<file path="src/rtl/sseg_scan_driver_pkg.sv">
// Shared glyph table and output-polarity helpers for the seven-segment scan driver.
package sseg_scan_driver_pkg;

   // Active-high glyphs, bit6=g .. bit0=a, indexed by nibble value (entry 15 first).
   localparam logic [15:0][6:0] GLYPHS = {
      7'b1110001, 7'b1111001, 7'b1011110, 7'b1011000,   // F E d c
      7'b1111100, 7'b1110111, 7'b1101111, 7'b1111111,   // b A 9 8
      7'b0000111, 7'b1111101, 7'b1101101, 7'b1100110,   // 7 6 5 4
      7'b1001111, 7'b1011011, 7'b0000110, 7'b0111111    // 3 2 1 0
   };

   function automatic logic [6:0] seg_off(input bit active_low);
      return active_low ? 7'h7F : 7'h00;
   endfunction

   function automatic logic [6:0] seg_on(input logic [6:0] glyph, input bit active_low);
      return active_low ? ~glyph : glyph;
   endfunction

   function automatic logic dp_level(input logic lit, input bit active_low);
      return lit ^ active_low;
   endfunction

endpackage

</file>
<file path="src/rtl/sseg_scan_driver_seg_decode.sv">
// Combinational nibble to active-high seven-segment glyph.
module seg_decode
   import sseg_scan_driver_pkg::*;
(
   input  logic [3:0] nibble,
   output logic [6:0] glyph
);

   assign glyph = GLYPHS[nibble];

endmodule

</file>
<file path="src/rtl/sseg_scan_driver.sv">
// Time-multiplexed, double-buffered seven-segment scan driver with blanking,
// decimal points and leading-zero suppression.
module sseg_scan_driver
   import sseg_scan_driver_pkg::*;
#(
   parameter int DIGITS         = 4,
   parameter int PRESCALE       = 50000,
   parameter bit SEG_ACTIVE_LOW = 1'b1,
   parameter bit AN_ACTIVE_LOW  = 1'b1
) (
   input  logic                  clk,
   input  logic                  reset,
   input  logic                  load,
   input  logic [4*DIGITS-1:0]   hex_in,
   input  logic [DIGITS-1:0]     dp_in,
   input  logic [DIGITS-1:0]     blank_in,
   input  logic                  lz_en,
   output logic [DIGITS-1:0]     an,
   output logic [6:0]            sseg,
   output logic                  dp,
   output logic                  frame_tick
);

   localparam int IW = $clog2(DIGITS);
   localparam int PW = $clog2(PRESCALE);
   localparam logic [IW-1:0]     LAST_IDX = IW'(DIGITS - 1);
   localparam logic [PW-1:0]     LAST_PRE = PW'(PRESCALE - 1);
   localparam logic [DIGITS-1:0] AN_OFF   = {DIGITS{AN_ACTIVE_LOW}};

   logic [PW-1:0]            presc;
   logic [IW-1:0]            idx;
   logic                     tick, wrap;
   logic [DIGITS-1:0][3:0]   sh_hex, act_hex;
   logic [DIGITS-1:0]        sh_dp, sh_blank, act_dp, act_blank;
   logic [DIGITS-1:0]        supp;
   logic                     run;
   logic [DIGITS-1:0]        sel;
   logic [6:0]               glyph;
   logic                     cur_dark, cur_dp;

   assign tick = (presc == LAST_PRE);
   assign wrap = tick && (idx == LAST_IDX);

   always_ff @(posedge clk or posedge reset) begin
      if (reset) begin
         presc      <= '0;
         idx        <= '0;
         frame_tick <= 1'b0;
      end else begin
         presc      <= tick ? '0 : presc + 1'b1;
         frame_tick <= wrap;
         if (tick) idx <= wrap ? '0 : idx + 1'b1;
      end
   end

   // A load coinciding with the wrap bypasses the shadow so it lands in this frame.
   always_ff @(posedge clk or posedge reset) begin
      if (reset) begin
         sh_hex    <= '0;
         sh_dp     <= '0;
         sh_blank  <= '1;
         act_hex   <= '0;
         act_dp    <= '0;
         act_blank <= '1;
      end else begin
         if (load) begin
            sh_hex   <= hex_in;
            sh_dp    <= dp_in;
            sh_blank <= blank_in;
         end
         if (wrap) begin
            act_hex   <= load ? hex_in   : sh_hex;
            act_dp    <= load ? dp_in    : sh_dp;
            act_blank <= load ? blank_in : sh_blank;
         end
      end
   end

   // Suppression runs from the top digit down and stops at the first digit with content.
   always_comb begin
      supp = '0;
      run  = lz_en;
      for (int i = DIGITS - 1; i >= 1; i--) begin
         run     = run & (act_hex[i] == 4'h0) & ~act_dp[i];
         supp[i] = run;
      end
   end

   seg_decode u_dec (
      .nibble (act_hex[idx]),
      .glyph  (glyph)
   );

   assign sel      = {{(DIGITS-1){1'b0}}, 1'b1} << idx;
   assign cur_dark = act_blank[idx] | supp[idx];
   assign cur_dp   = act_dp[idx] & ~act_blank[idx];

   always_ff @(posedge clk or posedge reset) begin
      if (reset) begin
         an   <= AN_OFF;
         sseg <= seg_off(SEG_ACTIVE_LOW);
         dp   <= dp_level(1'b0, SEG_ACTIVE_LOW);
      end else begin
         an   <= AN_ACTIVE_LOW ? ~sel : sel;
         sseg <= cur_dark ? seg_off(SEG_ACTIVE_LOW) : seg_on(glyph, SEG_ACTIVE_LOW);
         dp   <= dp_level(cur_dp, SEG_ACTIVE_LOW);
      end
   end

endmodule
</file>
<file path="config.mk">
export PLATFORM = sky130hd
export DESIGN_NAME = sseg_scan_driver
export DESIGN_NICKNAME = d
export VERILOG_FILES = /design/src/rtl/sseg_scan_driver_pkg.sv /design/src/rtl/sseg_scan_driver_seg_decode.sv /design/src/rtl/sseg_scan_driver.sv
export SDC_FILE = /design/constraint.sdc
export NUM_CORES = 1
export LEC_CHECK = 0
export CAP_MARGIN = 10
export CORE_MARGIN = 5
export CORE_UTILIZATION = 56
export DETAILED_ROUTE_END_ITERATION = 10
export GPL_TIMING_DRIVEN = 0
export PLACE_DENSITY = 0.86
export SETUP_SLACK_MARGIN = 0.5
export SLEW_MARGIN = 20
export SYNTH_ARGS = -nofsm -noshare
export SYNTH_HDL_FRONTEND = slang
export SYNTH_SLANG_ARGS = --single-unit
</file>
<file path="constraint.sdc">
create_clock -name clk -period 3.1 [get_ports clk]
set_input_delay 0.31 -clock clk [delete_from_list [all_inputs] [get_ports clk]]
set_output_delay 0.31 -clock clk [all_outputs]
set_load 0.02 [all_outputs]
</file>
## Yosys cells after proc, flatten, opt, wreduce, memory -nomap -nowiden

Memory sizes are Yosys's and may differ from the RTL's.
Index checks and enable logic that the tools add are counted.

| word-level totals | value |
|---|---|
| bits in registers | 79 |
| memory bits (read-only) | 112 |
| bits of input ports | 28 |
| output and inout bits | 13 |
| logic and storage cells | 60 |
| memories | 1 |

| cells by class | value |
|---|---|
| add/sub/neg operators | 2 |
| order comparisons | 2 |
| equality and inequality tests | 2 |
| shifts and indexed selects | 1 |
| mux-type cells | 15 |
| bitwise gates (word level) | 15 |
| reductions and logical operators | 4 |

Memories:

| name | depth | width | read ports | clocked after Yosys merged registers in | write ports | line | RTL |
|---|---|---|---|---|---|---|---|
| (name not given) | 16 | 7 | 1 | 0 | 0 | sseg_scan_driver_seg_decode.sv:9 | `assign glyph = GLYPHS[nibble];` |

Operators by type and width:

| operator | count |
|---|---|
| two-way mux 16 bit | 2 |
| adder 16 x 1 -> 16 bit, second input constant | 1 |
| == test 16 bit, second input constant | 1 |
| two-way mux 7 bit | 2 |
| zero test 4 bit | 3 |
| two-way mux 4 bit | 3 |
| binary-select mux 4 bit (select 2 bit) | 1 |
| AND 1 bit | 7 |
| NOT 7 bit | 1 |
| binary-select mux 1 bit (select 2 bit) | 3 |
| < comparator 4 x 5 -> 1 bit, second input constant | 1 |
| NOT 1 bit | 5 |
| NOT 4 bit | 1 |
| left shift 1 x 2 -> 4 bit, first input constant | 1 |
| < comparator 2 x 3 -> 1 bit, second input constant | 1 |
| two-way mux 1 bit | 3 |
| adder 2 x 1 -> 2 bit, second input constant | 1 |
| == test 2 bit, second input constant | 1 |
| two-way mux 2 bit | 1 |
| logical AND 1 bit | 1 |
| bitwise OR 1 bit | 1 |

## Longest topological paths before layout

Gate-level depths: netlist of the first run.

| logic depth | value |
|---|---|
| depth in word-level cells | 11 |
| gate-level depth with buffers | 8 |
| depth with buffers taken out | 7 |

## Cells and area by module

A second synthesis of the first run with hierarchy kept.

| unflattened totals | value |
|---|---|
| cells, all modules | 264 |
| area, all modules | 3,664.8 um2 |

By module, submodules not included:

| module | instances | cells each | area each (um2) | seq. area each (um2) |
|---|---|---|---|---|
| sseg_scan_driver | 1 | 232 | 3,394.5 | 2,001.9 |
| seg_decode | 1 | 32 | 270.3 | 0.0 |

## Worst setup path after synthesis of the first run

Ideal clock, no wire load.

| path | value |
|---|---|
| path type | register -> register |
| from | register idx[0] |
| to | register sseg[4] |
| setup time | 0.102 ns |
| arrival time | 1.943 ns |
| data required time | 2.998 ns |
| setup slack | 1.055 ns |
| stages on the path, launching flop included | 9 |
| path buffers | 1 |
| clock period less this slack | 2.045 ns |
| path through | dfrtp_1 > buf_2 > mux4_2 > inv_1 > ha_1 > inv_1 > mux2_2 > o21ai_0 > nand3_1 |

| between the ends | value |
|---|---|
| word-level cells in the longest chain between the ends | 6 |
| elaborated cells between the ends (all ways) | 11 |
| classes of those cells | mux (8); bitwise (2); memory (1) |

Ends and longest elaborated chain:

| item | line | RTL |
|---|---|---|
| start: declaration | sseg_scan_driver.sv:31 | `logic [IW-1:0] idx;` |
| start signal: assignment | sseg_scan_driver.sv:52 | `if (tick) idx <= wrap ? '0 : idx + 1'b1;` |
| binary-select mux 4 bit (select 2 bit) | sseg_scan_driver.sv:90 | `.nibble (act_hex[idx]),` |
| two-way mux 4 bit (implied by the code) | sseg_scan_driver.sv:90 |  |
| memory (16 x 7 bit) | -- |  |
| two-way mux 7 bit (implied by the code) | sseg_scan_driver_seg_decode.sv:9 |  |
| NOT 7 bit | sseg_scan_driver_pkg.sv:17 | `return active_low ? ~glyph : glyph;` |
| two-way mux 7 bit * | sseg_scan_driver.sv:105 | `sseg <= cur_dark ? seg_off(SEG_ACTIVE_LOW) : seg_on(glyph, SEG_ACTIVE_LOW);` |
| end signal: assignment | sseg_scan_driver.sv:101 | `sseg <= seg_off(SEG_ACTIVE_LOW);` |
| end signal: assignment | sseg_scan_driver.sv:105 |  |
| end: declaration | sseg_scan_driver.sv:19 | `output logic [6:0] sseg,` |

Every way passes the cells marked *; elsewhere a longest branch is shown, timed or not. The select of a mux whose other input is x is not followed.
A chain may end at the register's enable or synchronous reset.

## Final worst setup path of the first run

Ends and elaborated chain as after synthesis.

==> flow_summary_export.csv, run 1 <==
group,metric,value,unit
global_route,grt_pass1_wl,11600,um
route,via_per_inst,5.48,
synth,synth_largest_area_cell,"dfrtp_1",
sta,rsz0062_at_grt,"false",
cts,holdBufCountCts,0,
worst_setup_path,cp_common_cell,"inv_1",
worst_setup_path,crit_family,"multiplexers",
synth,dominantRegCellSynth,"dfrtp_1",
sta,finalHoldViolCount,0,
cts,htreeDepth,3,
synth,async_flop_share,100,%
sta,slew_headroom,57.6,%
synth,synth_mux_area_share,21.8,%
layout,layout-drive-gt1-share,32.7,%
sta,fin_crit,2.28,ns
sta,fin_skew,0.00823,ns
floorplanning,die_w,90.3,um
synth,synthSimpleGateAreaFrac,9.12,%
cts,cts_resized,0,
route,drtPass1Iterations,4,
route,ant_nets,0,
flow_run,cap_violations,0,
sta,drv_slew,0,
worst_setup_path,cp_num_buf_inv,3,
sta,setup_ws,0.823,ns
cts,cts_tree,"done",
sta,clock.fmax,0.439,GHz
cts,cts_buffers,9,
layout,final_cells,395,
layout,antenna_cells,0,
worst_setup_path,crit_path_max_incr_delay,0.61,ns
worst_setup_path,startpoint_type,"register",
power,p_per_area,510,nW/um^2
cts,clk_pin_slew,0.08,ns
placed_design,routabilityCongestion,0.821,
layout,area_growth,21.0,%
floorplanning,die_area,8150,um^2
cts,clock_latency,0.35,ns
sta,finalCritPeriodShare,73.4,%
synth,synth_fa_ha_area_share,3.47,%
floorplanning,row_count,29,
layout,final_core_util,69.1,%
worst_setup_path,cp-end-kind,"register",
worst_setup_path,cp_max_fo,10,
layout,fin_nets,351,
floorplanning,pin_count,41,
placed_design,portBuffers,39,
synth,yosysWarnings,0,
floorplanning,die_y,90.3,um
layout,final_common_cell,"dfrtp_1",
cts,clock-root-buffer,"clkbuf_8",
placed_design,post_dp_cell_area,4120,um^2
synth,synth_area,3610,um^2
synth,ys_types,42,
worst_setup_path,worst_ep_required_time,3.35,ns
worst_hold_path,hp-class,"in2async",
layout,stdcell_area,4370,um^2
global_route,grt_max_degree,58,
route,first_iter_violations,88,
global_route,gr-total-overflow,0,
route,drc,0,
global_route,grt_usage,17.6,%
synth,synth_nets,300,
global_route,grt_pass1_vias,2369,
cts,cts_buffer_depth,2,
route,wl_per_cell,16.6,um
synth,synth_edf_count,0,
placed_design,dp_hpwl,4650,um
worst_setup_path,cp_data_arrival_time,2.52,ns
floorplanning,start_util,57.1,%
worst_setup_path,critical_path.cell_chain,"buf_2, mux4_2, inv_1, ha_1, inv_1, mux2_2, o21ai_0, nand3_1",
synth,ys_ff_latch,79,
synth,synth.avg_cell_area,13.8,um^2
worst_setup_path,crit_slowest_cell,"mux4_2",
synth,synthCells,262,
synth,netlist.area_leader.share,40.9,%
synth,ys_top_cells_by_area,"dfrtp_1 41%, dfstp_2 15%, mux2_2 9.7%",
layout,mostFrequentLayoutCells,"59 x dfrtp_1, 39 x clkdlybuf4s50_1, 31 x mux2_2",
worst_setup_path,rrSetupSlack,0.82,ns
cts,clock-sinks,79,
power,p_leak,0.00198,uW
power,peakVddDrop,0.383,mV
floorplanning,core,6310,um^2
synth,synth-compound-area-share,3.64,%
route,finalWirelength,6550,um
synth,yosys.area_share.xor_xnor,3.16,%
placed_design,place_inst,379,
route,vias,2166,
placed_design,dpl_worst_slack,0.858,ns
sta,finalSetupViolations,0,
global_route,antenna_found_initial,0,
synth,synth_top_family_by_area,"multiplexers",
cts,post_cts_buffers,0,
status,outcome,"finished, final reports clean",
synth,ys_seq_area_share,55.5,%
worst_setup_path,crit_type,"reg2reg",
sta,worstMarginPinSlew,0.632,ns
[sequential cells by signal (all words and copies together), names as in the netlist]
register and cells:
act_blank 4, act_dp 4, act_hex 16, an 4
dp 1, frame_tick 1, idx 2, presc 16
sh_blank 4, sh_dp 4, sh_hex 16, sseg 7
[per-stage QoR]
stage	hold slack, ns	TNS (ns)	power, uW
finish	0.269	0	2230
global route	0.285	0	2320
CTS	0.264	0	2250
detailed placement	0.462	0	1360
global placement	0.452	-19.37	1340
floorplan	0.431	0	1260
[layout make-up]
cell class	instances	area, um^2
sequential	79	2000
inverter	16	62.6
multi-input combinational	157	1490
clock inverter	4	76.3
tap	77	96.3
fill	439	1950
buffer	10	58.8
timing repair buffer	40	418
clock buffer	12	165
[worst paths after layout]
path,from,endpoint,cells past startpoint
max in group asynchronous,reset,act_blank[1],3
hold / removal,reset,sh_hex[2],2
setup / recovery,idx[0],sseg[4],8
hold reg to reg,presc[0],presc[0],1
min in group clk,load,sh_dp[3],2
setup reg to reg,idx[0],sseg[4],8
[routing by layer]
metal  part of all wire (%)  track usage [%]  routed length (um)  vias to the layer above
met2                     49             28.1                3220                       38
met3                    3.4             4.83                 225                       10
met5                      0                0                   0                        -
li1                       -                -                   -                     1023
met4                    1.8             7.07                 116                        0
met1                     46             22.9                2990                     1095
[synthesized netlist by cell type (2+ instances only)]
library cell,number
xor2_1,7
o21ai_0,4
buf_6,2
or4bb_1,2
nor2_1,12
xnor2_1,6
nand3_1,10
nand4_1,5
nor3_1,2
mux2i_1,4
dfrtp_1,59
a21oi_1,3
and3_1,2
nand2_1,8
mux2_4,19
ha_1,10
mux4_2,5
inv_1,16
o211ai_1,3
buf_2,2
nor2b_1,3
nor4_1,4
clkbuf_1,5
o2111ai_1,2
mux2_2,31
dfstp_2,20
[cell families (layout without fill, tap and decap cells)]
kind of cell    Yosys count  count (layout)
flops                    79              79
mux                      59              59
simple gates             56              56
buf+inv                  26              82
compound gates           19              19
xor+xnor                 13              13
fa+ha+maj                10              10
[power by group]
group,switching (uW),total (uW),leakage [uW],internal [uW]
Sequential,23.5,1120,0.000952,1100
Combinational,93.5,211,0.000909,117
Clock,372,893,0.000119,521
Power figures use the tool's default switching activity.
==> inputs of run 2 (changes only) <==
--- a/config.mk
+++ b/config.mk
@@ -7,10 +7,10 @@
 export LEC_CHECK = 0
 export CAP_MARGIN = 10
 export CORE_MARGIN = 5
-export CORE_UTILIZATION = 56
+export CORE_UTILIZATION = 50
 export DETAILED_ROUTE_END_ITERATION = 10
 export GPL_TIMING_DRIVEN = 0
-export PLACE_DENSITY = 0.86
+export PLACE_DENSITY = 0.81
 export SETUP_SLACK_MARGIN = 0.5
 export SLEW_MARGIN = 20
 export SYNTH_ARGS = -nofsm -noshare
==> constraint.sdc (replaced) <==
create_clock -name clk -period 2 [get_ports clk]
set_input_delay 0.2 -clock clk [delete_from_list [all_inputs] [get_ports clk]]
set_output_delay 0.2 -clock clk [all_outputs]
set_load 0.02 [all_outputs]
==> run 2 against run 1 <==
Effect of this change:
- clock skew up 0.00093 ns
- via count grew 9.3%
- clock power grew 51%
- combinational power increased by 74%
- sequential power rose by 55%
- routed wire length grew 20%
- sequential share of layout area fell by 4.2 points
- critical path type unchanged
==> flow_summary_export.csv, run 2 (synthesized netlist as in run 1, its figures left out) <==
group,metric,value,unit
placed_design,dpl_worst_slack,-0.0822,ns
worst_setup_path,crit_type,"reg2reg",
worst_hold_path,hp-class,"in2async",
worst_setup_path,cp-end-kind,"register",
flow_run,cap_violations,0,
worst_setup_path,startpoint_type,"register",
cts,clock-root-buffer,"clkbuf_8",
global_route,grt_usage,17.9,%
power,power.total,3460,uW
global_route,antenna_found_initial,0,
sta,rsz0062_at_grt,"true",
layout,final.fill_count,514,
floorplanning,die_w,94.9,um
route,wl_per_cell,17.6,um
cts,htreeDepth,3,
floorplanning,row_count,31,
placed_design,routabilityCongestion,0.806,
route,drc,0,
route,drtPass1Iterations,4,
status,outcome,"finished, final reports clean",
layout,fin_nets,379,
global_route,grt_max_degree,35,
global_route,gr-total-overflow,0,
worst_setup_path,worst_ep_required_time,2.24,ns
sta,drv_slew,0,
route,finalWirelength,7840,um
layout,reg_top3,"act_hex (16), presc (16), sh_hex (16)",
layout,antenna_cells,0,
floorplanning,core,7140,um^2
floorplanning,die_y,94.9,um
route,first_iter_violations,74,
layout,mostFrequentLayoutCells,"59 x dfrtp_1, 27 x mux2_2, 26 x clkdlybuf4s50_1",
global_route,grt_pass1_wl,12200,um
worst_setup_path,cp_data_arrival_time,2.24,ns
sta,worstMarginPinSlew,0.585,ns
layout,final_common_cell,"dfrtp_1",
cts,cts_buffers,9,
cts,clk_pin_slew,0.08,ns
cts,clock-sinks,79,
sta,finalCritPeriodShare,99.9,%
placed_design,portBuffers,39,
layout,multi_input_area,1640,um^2
route,via_per_inst,5.32,
floorplanning,die_area,9010,um^2
cts,cts_buffer_depth,2,
floorplanning,pin_count,41,
sta,finalHoldViolCount,0,
global_route,grt_pass1_vias,2462,
cts,cts_tree,"done",
sta,finalSetupViolations,0,
layout,layout-drive-gt1-share,44.8,%
power,p_leak,0.00222,uW
sta,setup_ws,0.00162,ns
floorplanning,start_util,50.5,%
sta,fin_crit,2.00,ns
placed_design,dp_hpwl,4880,um
route,vias,2368,
sta,slew_headroom,61.0,%
power,peakVddDrop,0.319,mV
cts,clock_latency,0.35,ns
route,ant_nets,0,
sta,clock.fmax,0.500,GHz
power,p_per_area,720,nW/um^2
sta,fin_skew,0.00917,ns
sta,hold_slack,0.179,ns
worst_setup_path,cp_max_fo,10,
layout,seq_area,2000,um^2
layout,area_growth,33.2,%
-- run 2: cell count changes in the layout (fill, tap and decap cells not counted), sizes merged --
cell	before	now
inv	16	15
clkinvlp	1	3
dlymetal6s2s	0	1
clkdlybuf4s50	39	26
buf	6	34
clkbuf	17	16
dlygate4sd2	0	12
-- run 2: timing repair --
action | in CTS | in global routing
setup buffers | 18 | 8
pin swaps | 13 | 9
cloned | 1 | 0
gates resized for setup | 33 | 17
hold buffers | 0 | 0
hold endpoints to repair | 0 | 0
endpoints found under the setup margin | 57 | 48
-- run 2: metal layers --
layer / global-route usage [%] / vias up / share of wire (%)
met2: 27.5 / 66 / 47
met1: 24.0 / 1205 / 46
li1: - / 1078 / -
met5: 0 / - / 0
met3: 3.90 / 19 / 3.8
met4: 8.89 / 0 / 3.1
-- run 2: critical path, stage by stage (launching register included) --
cell     delay, ns
dfrtp_1       0.41
or4b_4        0.57
nor4_4        0.31
nand2_4       0.13
buf_12        0.17
mux2_4        0.30
-- run 2: layout make-up --
class	count	share of cell area, %
clock inverter	5	1.67
clock buffer	11	3.15
timing repair buffer	68	13.3
buffer	10	1.98
inverter	16	1.48
sequential	79	41.7
multi-input combinational	157	34.2
tap	99	2.58
-- run 2: worst paths after layout --
path | from | cells after the start | slack [ns] | end
setup / recovery | presc[7] | 5 | 0.002 | act_hex[6]
hold / removal | reset | 2 | 0.18 | presc[2]
setup reg to reg | presc[7] | 5 | 0.002 | act_hex[6]
hold reg to reg | sh_hex[13] | 1 | 0.50 | sh_hex[13]
max in group asynchronous | reset | 4 | 1.03 | sh_blank[1]
min in group clk | load | 2 | 0.31 | sh_hex[0]
-- run 2: where the power goes --
group | internal, uW | leakage (uW) | switching (uW)
sequential | 1700 | 0.000952 | 34.9
clock | 769 | 0.000112 | 582
combinational | 198 | 0.00116 | 169
total | 2670 | 0.00222 | 785
-- run 2: metrics by stage --
stage	std cells	cell area (um^2)	util (%)	TNS [ns]
CTS	437	4670	65.4	0
detailed placement	402	4220	59.2	-1.04
global placement	400	4180	58.6	-0.167
finish	445	4800	67.3	0
global route	445	4800	67.3	-1.35
floorplan	262	3670	-	0
